[src/rtl/Types_pkg.sv]
// Shared CPU data-bus types and peripheral register map constants.
// Imported by bus devices, their helpers and the bus interface.
package Types_pkg;

  typedef logic [31:0] word_t;
  typedef logic [3:0]  wstrobe_t;
  typedef logic [1:0]  regoff_t;

  localparam regoff_t TIMER_LIMIT  = 2'd0;
  localparam regoff_t TIMER_COUNT  = 2'd1;
  localparam regoff_t TIMER_CTRL   = 2'd2;
  localparam regoff_t TIMER_STATUS = 2'd3;

  localparam int unsigned TIMER_CTRL_RUN    = 0;
  localparam int unsigned TIMER_CTRL_IRQ_EN = 1;
  localparam int unsigned TIMER_CTRL_RELOAD = 2;

  localparam int unsigned TIMER_STATUS_EVENT = 0;

endpackage

[src/rtl/Bus.sv]
// CPU data-bus slave port: valid/ready request with one data beat.
// Devices take the s side; the core drives the m side.
interface Bus;
  import Types_pkg::*;

  logic     valid;
  word_t    address;
  wstrobe_t wstrobe;
  word_t    wdata;
  logic     ready;
  word_t    rdata;
  logic     irq;

  modport s (
    input  valid, address, wstrobe, wdata,
    output ready, rdata, irq
  );

  modport m (
    output valid, address, wstrobe, wdata,
    input  ready, rdata, irq
  );

endinterface

[src/rtl/byte_lane_write.sv]
// Merges bus write data into an existing word one byte lane at a time.
// Shared by bus devices with byte-writable registers.
module byte_lane_write
  import Types_pkg::*;
(
  input  word_t    old_i,
  input  word_t    wdata_i,
  input  wstrobe_t wstrobe_i,
  output word_t    word_o
);

  // Each strobed lane takes the new byte, the rest keep the old one.
  always_comb begin
    word_o = old_i;
    for (int i = 0; i < 4; i++) begin
      if (wstrobe_i[i]) begin
        word_o[8*i +: 8] = wdata_i[8*i +: 8];
      end
    end
  end

endmodule

[src/rtl/bus_timer.sv]
// Memory-mapped compare timer with prescaler, sticky event and irq.
// Decodes only address[3:2]; the device base is decoded upstream.
module bus_timer
  import Types_pkg::*;
#(
  parameter int unsigned PRESCALE = 1
) (
  input logic clk,
  input logic reset,
  Bus.s       bus
);

  localparam int unsigned   PW    = $clog2(PRESCALE + 1);
  localparam logic [PW-1:0] PLAST = PW'(PRESCALE - 1);

  word_t         limit_q, limit_d;
  word_t         count_q, count_d;
  logic          run_q, run_d;
  logic          ien_q, ien_d;
  logic          rel_q, rel_d;
  logic          event_q, event_d;
  logic [PW-1:0] pre_q, pre_d;
  logic          ready_q, ready_d;
  word_t         rdata_q, rdata_d;

  regoff_t off;
  logic    accept;
  logic    wr;
  logic    wr_limit, wr_count, wr_ctrl, wr_status;
  logic    clr;
  logic    tick;
  logic    match;
  word_t   cur;
  word_t   merged;
  logic    unused_addr;

  assign off       = bus.address[3:2];
  assign accept    = bus.valid & ~ready_q;
  assign wr        = accept & (|bus.wstrobe);
  assign wr_limit  = wr & (off == TIMER_LIMIT);
  assign wr_count  = wr & (off == TIMER_COUNT);
  assign wr_ctrl   = wr & (off == TIMER_CTRL);
  assign wr_status = wr & (off == TIMER_STATUS);
  assign clr       = wr_status & bus.wstrobe[0]
                   & bus.wdata[TIMER_STATUS_EVENT];

  assign tick  = run_q & (pre_q == PLAST);
  assign match = tick & (count_q == limit_q);

  assign unused_addr = ^{bus.address[31:4], bus.address[1:0]};

  // Addressed register as seen before this edge's updates.
  always_comb begin
    cur = '0;
    unique case (off)
      TIMER_LIMIT:  cur = limit_q;
      TIMER_COUNT:  cur = count_q;
      TIMER_CTRL: begin
        cur[TIMER_CTRL_RUN]    = run_q;
        cur[TIMER_CTRL_IRQ_EN] = ien_q;
        cur[TIMER_CTRL_RELOAD] = rel_q;
      end
      TIMER_STATUS: cur[TIMER_STATUS_EVENT] = event_q;
      default:      cur = '0;
    endcase
  end

  byte_lane_write u_merge (
    .old_i     (cur),
    .wdata_i   (bus.wdata),
    .wstrobe_i (bus.wstrobe),
    .word_o    (merged)
  );

  // Counter/compare update; bus writes to COUNT or CTRL beat a tick.
  always_comb begin
    limit_d = limit_q;
    count_d = count_q;
    run_d   = run_q;
    ien_d   = ien_q;
    rel_d   = rel_q;
    event_d = event_q;
    if (tick && !wr_count && !wr_ctrl) begin
      if (match) begin
        if (rel_q) begin
          count_d = '0;
        end else begin
          run_d = 1'b0;
        end
      end else begin
        count_d = count_q + 32'd1;
      end
    end
    if (wr_limit) begin
      limit_d = merged;
    end
    if (wr_count) begin
      count_d = merged;
    end
    if (wr_ctrl) begin
      run_d = merged[TIMER_CTRL_RUN];
      ien_d = merged[TIMER_CTRL_IRQ_EN];
      rel_d = merged[TIMER_CTRL_RELOAD];
    end
    if (clr) begin
      event_d = 1'b0;
    end
    if (match) begin
      event_d = 1'b1;
    end
  end

  // Prescaler runs 0..PRESCALE-1 while enabled, parked at 0 otherwise.
  always_comb begin
    pre_d = pre_q + PW'(1);
    if (!run_q || tick) begin
      pre_d = '0;
    end
  end

  // One-cycle ready pulse per accepted request; rdata holds between.
  always_comb begin
    ready_d = accept;
    rdata_d = accept ? cur : rdata_q;
  end

  // State registers.
  always_ff @(posedge clk or posedge reset) begin
    if (reset) begin
      limit_q <= '0;
      count_q <= '0;
      run_q   <= 1'b0;
      ien_q   <= 1'b0;
      rel_q   <= 1'b0;
      event_q <= 1'b0;
      pre_q   <= '0;
      ready_q <= 1'b0;
      rdata_q <= '0;
    end else begin
      limit_q <= limit_d;
      count_q <= count_d;
      run_q   <= run_d;
      ien_q   <= ien_d;
      rel_q   <= rel_d;
      event_q <= event_d;
      pre_q   <= pre_d;
      ready_q <= ready_d;
      rdata_q <= rdata_d;
    end
  end

  assign bus.ready = ready_q;
  assign bus.rdata = rdata_q;
  assign bus.irq   = event_q & ien_q;

endmodule

[src/flat_wrapper.sv]
// flat-port wrapper written by rule: the top's interface ports become plain ports
module bus_timer_flat import Types_pkg::*;
#(
  parameter int unsigned PRESCALE = 1
)
  (clk, reset, bus_valid, bus_address, bus_wstrobe, bus_wdata, bus_ready, bus_rdata, bus_irq);
  Bus bus_i ();
  input logic clk;
  input logic reset;
  input wire logic [$bits(bus_i.valid)-1:0] bus_valid;
  input wire logic [$bits(bus_i.address)-1:0] bus_address;
  input wire logic [$bits(bus_i.wstrobe)-1:0] bus_wstrobe;
  input wire logic [$bits(bus_i.wdata)-1:0] bus_wdata;
  output wire logic [$bits(bus_i.ready)-1:0] bus_ready;
  output wire logic [$bits(bus_i.rdata)-1:0] bus_rdata;
  output wire logic [$bits(bus_i.irq)-1:0] bus_irq;
  assign bus_i.valid = bus_valid;
  assign bus_i.address = bus_address;
  assign bus_i.wstrobe = bus_wstrobe;
  assign bus_i.wdata = bus_wdata;
  assign bus_ready = bus_i.ready;
  assign bus_rdata = bus_i.rdata;
  assign bus_irq = bus_i.irq;
  bus_timer #(.PRESCALE(PRESCALE)) u_core (.clk(clk), .reset(reset), .bus(bus_i));
endmodule
[config.mk]
export PLATFORM = sky130hd
export DESIGN_NAME = bus_timer_flat
export DESIGN_NICKNAME = d
export VERILOG_FILES = /design/src/rtl/Types_pkg.sv /design/src/rtl/Bus.sv /design/src/rtl/byte_lane_write.sv /design/src/rtl/bus_timer.sv /design/src/flat_wrapper.sv
export SDC_FILE = /design/constraint.sdc
export NUM_CORES = 1
export LEC_CHECK = 0
export ABC_CLOCK_PERIOD_IN_PS = 4250
export CAP_MARGIN = 40
export CELL_PAD_IN_SITES_DETAIL_PLACEMENT = 2
export CELL_PAD_IN_SITES_GLOBAL_PLACEMENT = 2
export CORE_ASPECT_RATIO = 0.75
export CORE_UTILIZATION = 33
export CTS_CLUSTER_DIAMETER = 80
export DETAILED_ROUTE_END_ITERATION = 7
export MAX_ROUTING_LAYER = met4
export PLACE_DENSITY = 0.8
export RECOVER_POWER = 25
export SETUP_SLACK_MARGIN = 0.05
export SLEW_MARGIN = 20
export SYNTH_ARGS = -nofsm -noshare
export SYNTH_HDL_FRONTEND = slang
export SYNTH_HIERARCHICAL = 1
export SYNTH_SLANG_ARGS = --single-unit
export TNS_END_PERCENT = 50
[constraint.sdc]
create_clock -name clk -period 4.25 [get_ports clk]
set_input_delay 0.6375 -clock clk [delete_from_list [all_inputs] [get_ports clk]]
set_output_delay 0.6375 -clock clk [all_outputs]
set_load 0.05 [all_outputs]
==> impl_metrics.toml, run 1 <==
[route]
dr.first_iter.drc_count = 299
vias = 5673
first_pass_iters = 4
ant_nets = 0
drt-wirelength-per-cell_um = 22.4
wl_mm = 23.1
drc = 0
viasPerCell = 5.51

[placed_design]
placed_area_sq_mm = 0.00757
place_inst = 1012
gp_congestion = 0.878
port_buffers = 74
dp_hpwl_mm = 16.6

[critical_path]
startpoint = "bus_wstrobe[1]"
reg2reg_from = "u_core/count_q[2]"
critPathLaunchType = "input port"
criticalPathCategory = "input port to flop"
max_stage_delay_ps = 510
r2r_slack_ps = 1400
r2r_cells = 7
worst_ep_arrival_time_ps = 3190
cp.required_ps = 4530
r2r-end = "u_core/count_q[14]"
crit_chain = "clkdlybuf4s50_1 -> buf_4 -> nor4_4 -> nor2_1 -> nand3b_1 -> buf_4 -> o211a_1 -> o211ai_1 -> o211ai_1"
end_kind = "flop"
path_max_fanout = 17
slowest_stage = "nand3b_1"

[cts]
cts_buffer_depth = 2
post_cts_buffers = 0
htree_levels = 3
holdBufCountCts = 0
ctsRootBufferMaster = "clkbuf_16"
ctsResizeCount = 0
clock_latency_ps = 360
tritoncts = "done"
cts.sinks = 102
cts-buffers-inserted = 9
cts.clk_slew.worst_paths_ps = 70

[flow_run]
cap_viol_max_count = 0

[timing]
slew_viol_final = 0
timing_hold_violations_final = 0
skew_ps = 8.05
relSlewSlack_pct = 52.9
rsz0062_at_grt = "no"
fin_tns_setup_ps = 0
finalCriticalPeriod_ps = 2910
finalSetupViolCount = 0
tightest_slew_ps = 706
max_freq_ghz = 0.344
period_share_pct = 68.5

[worst_hold_path]
worstHoldEndpoint = "u_core/bus.rdata[31]"
hold_depth = 2
min_from = "u_core/bus.rdata[31]"
hp-class = "flop to flop"

[synth]
syn-cell-area_sq_mm = 0.00655
syn_avg_cell_area_sq_um = 9.12
synth.most_common_cell = "nand2_1"
syn_inst = 718
yosysSeqAreaShare_pct = 39.0
netlist.area_leader.share_pct = 39.0
synthesis.nets = 790
synth-seq-cells = 102
yosysTopAreaCell = "dfrtp_1"
yosysWarnings = 6
synthArstFlopShare_pct = 100
synth_common_cells = "nand2_1, dfrtp_1, nor2_1, mux2_2, a21oi_1"
synth-edff-count = 0
yosys.cell_types.count = 59
synthTopCellsByArea = "dfrtp_1, nand2_1, mux2_4, mux2_2, mux2i_1"
synth_ff_type = "dfrtp_1"

[floorplanning]
row_count = 44
dieHeight_um = 124
start_util_pct = 33.8
dieArea_sq_mm = 0.0204
ioPinCount = 105
die_w_um = 165
core_sq_mm = 0.0194

[global_routing]
grt_pass1_wl_mm = 36.4
grt_pass1_vias = 6373
grt_max_degree = 55
antenna_found_initial = 0
grt_use_total_pct = 24.4
grt_overflow = 0

[power_and_ir_drop]
power_mw = 4.15
ir_drop_mv = 0.226
p_leak_nw = 3.36
power_density_mw_per_mm2 = 525

[cells_and_area]
drive_above_1_share_pct = 17.0
fin_nets = 844
area_growth_pct = 20.6
fin_cells = 1030
design_area_sq_mm = 0.00790
num_antenna_cells = 0

[status]
status = "finished clean"
layout by cell type (no fill, tap or decap), types with 3 or more instances in the layout:
cell type        count
a21o_1               3
a21oi_1             37
a31oi_1              7
a41oi_1              4
and2_1               5
and3_1               5
and4_1               3
buf_4               23
clkbuf_16            9
clkdlybuf4s50_1     72
dfrtp_1            102
inv_1                6
mux2_2              42
mux2_4              32
mux2i_1             33
nand2_1            134
nand3_1             21
nand3b_1             3
nand4_1             21
nor2_1              62
nor2b_1              3
nor3_1              14
nor4_1               6
nor4_2               3
o211ai_1             8
o21ai_0             34
or4_1                3
xnor2_1             31
worst max path at each step:
stage / slack, ps / endpoint / cells past startpoint
global placement: 1060 / u_core/count_q[29] / 9
CTS: 1360 / u_core/count_q[27] / 9
global route: 1150 / u_core/count_q[18] / 7
finish: 1340 / u_core/count_q[27] / 9
detailed placement: 1020 / u_core/count_q[27] / 9
floorplan: 940 / u_core/bus.rdata[0] / 1
critical path: cells and delay by family:
family                 cells  cell delay, ps
AND/OR/NAND/NOR            3            1130
buffers and inverters      3             980
AO/OA/AOI/OAI              3             420
through the flow:
stage / setup WS (ps) / hold slack (ps) / utilization (%)
after floorplan: 937 / 479 / -
after global placement: 1060 / 458 / 38.9
after global routing: 1150 / 518 / 40.8
after CTS: 1360 / 490 / 40.6
after detailed placement: 1020 / 471 / 39.0
final: 1340 / 480 / 40.8
state kept, by name, summed over array words and instances (netlist names):
signal            cells
u_core/event_q        1
u_core/run_q          1
u_core/rel_q          1
u_core/ien_q          1
u_core/pre_q          1
u_core/bus.ready      1
u_core/limit_q       32
u_core/count_q       32
u_core/bus.rdata     32
metal layers:
| metal | routed length (um) | track usage [%] | part of all wire, % | up-vias |
|---|---|---|---|---|
| met2 | 11000 | 40.0 | 48 | 122 |
| met1 | 10600 | 30.7 | 46 | 2900 |
| li1 | - | - | - | 2617 |
| met4 | 477 | 7.34 | 2.1 | 0 |
| met5 | 0 | - | 0 | - |
| met3 | 984 | 4.40 | 4.3 | 34 |
cells by family after synthesis:
group,after synthesis,share of synthesized area (%)
and+or+nand+nor,299,22.0
AOI/OAI and AO/OA,109,9.84
muxes,109,20.1
DFF,102,39.0
buffers and inverters,65,4.58
xor gates and xnor gates,32,4.28
adders and majority gates,1,0.191
other,1,0.0573
power breakdown:
group | internal [mW] | total [mW] | switching [mW] | leakage (nW)
clock | 0.462 | 0.870 | 0.408 | 0.139
sequential | 1.21 | 1.53 | 0.323 | 1.23
combinational | 0.708 | 1.75 | 1.04 | 1.99
cell type report:
type	instances	area, sq um
flip-flops and latches	102	2550
clock buffers	10	229
fillers	2113	11500
multi-input cells	551	3710
clock inverters	6	71.3
well taps	253	317
repair buffers	101	988
inverters	7	27.5
No activity file was read; power rests on OpenSTA's default activity.
==> inputs of run 2 (changes only) <==
ABC_CLOCK_PERIOD_IN_PS = 2400   (was 4250)
CORE_UTILIZATION = 30   (was 33)
PLACE_DENSITY = 0.77   (was 0.8)
clock period = 2.4 ns   (was 4.25 ns; I/O delays follow)
==> run 2 against run 1 <==
  * The flow now finishes with violations (max-capacitance violations, max-slew violations)
  * Routed wire length grew 14%
  * Utilization shrank 0.81 points
  * Clock-buffer cell count unchanged
  * Global-route usage about the same
  * First-iteration DRC count up 31%
  * Critical path depth is 2 lower
  * Setup slack got worse by 1300 ps
  * Register-to-register slack got worse by 1400 ps
  * Worst hold slack gained 7.4 ps
  * Sequential power rose by 73%
  * Via count is 7.9% higher
  * Non-clock buffer count grew 46
  * Critical path type is now flop to flop
  * Critical endpoint is now u_core/count_q[19]
  * Highest routed layer unchanged
==> impl_metrics.toml, run 2 (synthesis gave the netlist of run 1 again) <==
[route]
viasPerCell = 5.51
first_pass_iters = 4
dr.first_iter.drc_count = 392
drt-wirelength-per-cell_um = 23.7
ant_nets = 0
drc = 0
wl_mm = 26.3
vias = 6121

[worst_hold_path]
hp-class = "flop to flop"
hold_depth = 2
min_from = "u_core/bus.rdata[11]"
worstHoldEndpoint = "u_core/bus.rdata[11]"

[power_and_ir_drop]
p_sw_mw = 3.49
switching_share_pct = 43.0
p_int_mw = 4.63
power_density_mw_per_mm2 = 954
ir_drop_mv = 0.441
clkPwrFrac_pct = 20.0
seqPwrFrac_pct = 32.5
power_mw = 8.12
p_leak_nw = 3.70
comb_power_share_pct = 47.5

[placed_design]
port_buffers = 74
gp_congestion = 0.855
dp_hpwl_mm = 19.1
placed_area_sq_mm = 0.00800

[cells_and_area]
register_area_sq_mm = 0.00255
area_growth_pct = 29.9
fin_nets = 890
fill_cells = 2344
multi_input_area_sq_mm = 0.00391
layout.cells.most_common_list = "nand2_1, dfrtp_1, clkdlybuf4s50_1"
drive_above_1_share_pct = 25.0
final_common_cell = "nand2_1"
num_antenna_cells = 0
design_area_sq_mm = 0.00851

[floorplanning]
dieArea_sq_mm = 0.0224
core_sq_mm = 0.0213
ioPinCount = 105
die_w_um = 173
row_count = 46
dieHeight_um = 130
start_util_pct = 30.8

[global_routing]
antenna_found_initial = 0
grt_max_degree = 64
grt_pass1_wl_mm = 40.4
grt_overflow = 0
grt_use_total_pct = 24.4
grt_pass1_vias = 6821

[timing]
slew_viol_final = 64
hold_slack_ps = 488
tightest_slew_ps = 1720
period_share_pct = 98.4
timing_hold_violations_final = 0
rsz0062_at_grt = "yes"
finalCriticalPeriod_ps = 2360
finalSetupViolCount = 0
relSlewSlack_pct = -14.8
max_freq_ghz = 0.423
skew_ps = 13.4

[critical_path]
end_kind = "flop"
reg2reg_from = "u_core/count_q[0]"
path_max_fanout = 4
cp.required_ps = 2660
r2r_cells = 7
worst_ep_arrival_time_ps = 2620
criticalPathCategory = "flop to flop"
critPathLaunchType = "flop"
r2r_slack_ps = 40
r2r-end = "u_core/count_q[19]"

[status]
violations = "max-capacitance violations, max-slew violations"
status = "finished with violations"

[flow_run]
cap_viol_max_count = 1

[cts]
ctsRootBufferMaster = "clkbuf_16"
clock_latency_ps = 370
cts_buffer_depth = 2
holdBufCountCts = 0
cts.sinks = 102
cts-buffers-inserted = 9
cts.clk_slew.worst_paths_ps = 80
tritoncts = "done"
htree_levels = 3
==> run 2: power groups by stage <==
stage          Clock, mW  Combinational [mW]  Sequential, mW
3_5_place_dp           0                3.56            2.61
4_1_cts             1.65                3.64            2.59
3_3_place_gp           0                3.39            2.56
2_1_floorplan          0                1.87            2.83
6_report            1.62                3.86            2.64
5_1_grt             1.69                4.07            2.70
==> run 2: area by class of cell <==
| class | instances | share of cell area [%] |
|---|---|---|
| tap | 288 | 4.24 |
| clock inverter | 6 | 0.882 |
| multi-input combinational | 551 | 45.9 |
| clock buffer | 10 | 2.81 |
| inverter | 7 | 0.353 |
| sequential | 102 | 30.0 |
| timing repair buffer | 147 | 15.8 |
==> run 2: metrics by stage <==
stage | setup slack [ps] | setup TNS, ps | utilization, % | instances
final | 37.2 | 0 | 40.0 | 1111
after global routing | -31.7 | -90.6 | 40.0 | 1111
after CTS | 35.0 | 0 | 39.1 | 1109
after detailed placement | -217 | -5990 | 37.6 | 1093
after global placement | -136 | -877 | 37.6 | 1093
after floorplan | 71.5 | 0 | - | 718
==> run 2: layer usage <==
layer,part of all wire [%],global-route usage [%],wire length (um),vias up
met3,3.8,3.64,990,27
li1,-,-,-,2715
met4,1.2,5.25,323,0
met1,47,31.8,12400,3226
met2,48,40.1,12600,153
met5,0,-,0,-
==> run 2: timing repair <==
| item | CTS | global route |
|---|---|---|
| setup endpoints to repair | 10 | 17 |
| resized for setup | 4 | 28 |
| buffers inserted | 0 | 2 |
| pin swaps | 0 | 4 |
==> run 2: worst max-delay path: stages, from the launching register on <==
cell     delay, ps
dfrtp_1        460
buf_4          150
nand4_1        180
or4_4          620
nor3_4         230
mux2_2         370
a21oi_2        150
a21oi_1         90
==> run 2: worst max-delay path by stage <==
| stage | slack [ps] | to | start | cells after the start |
|---|---|---|---|---|
| 6_report | 40 | u_core/count_q[19] | u_core/count_q[0] | 7 |
| 3_3_place_gp | -140 | u_core/count_q[16] | bus_wstrobe[3] | 9 |
| 4_1_cts | 40 | u_core/count_q[18] | u_core/count_q[0] | 7 |
| 2_1_floorplan | 70 | u_core/count_q[15] | u_core/bus.ready | 8 |
| 3_5_place_dp | -220 | u_core/count_q[16] | bus_wstrobe[3] | 9 |
| 5_1_grt | -30 | u_core/count_q[18] | u_core/count_q[9] | 8 |
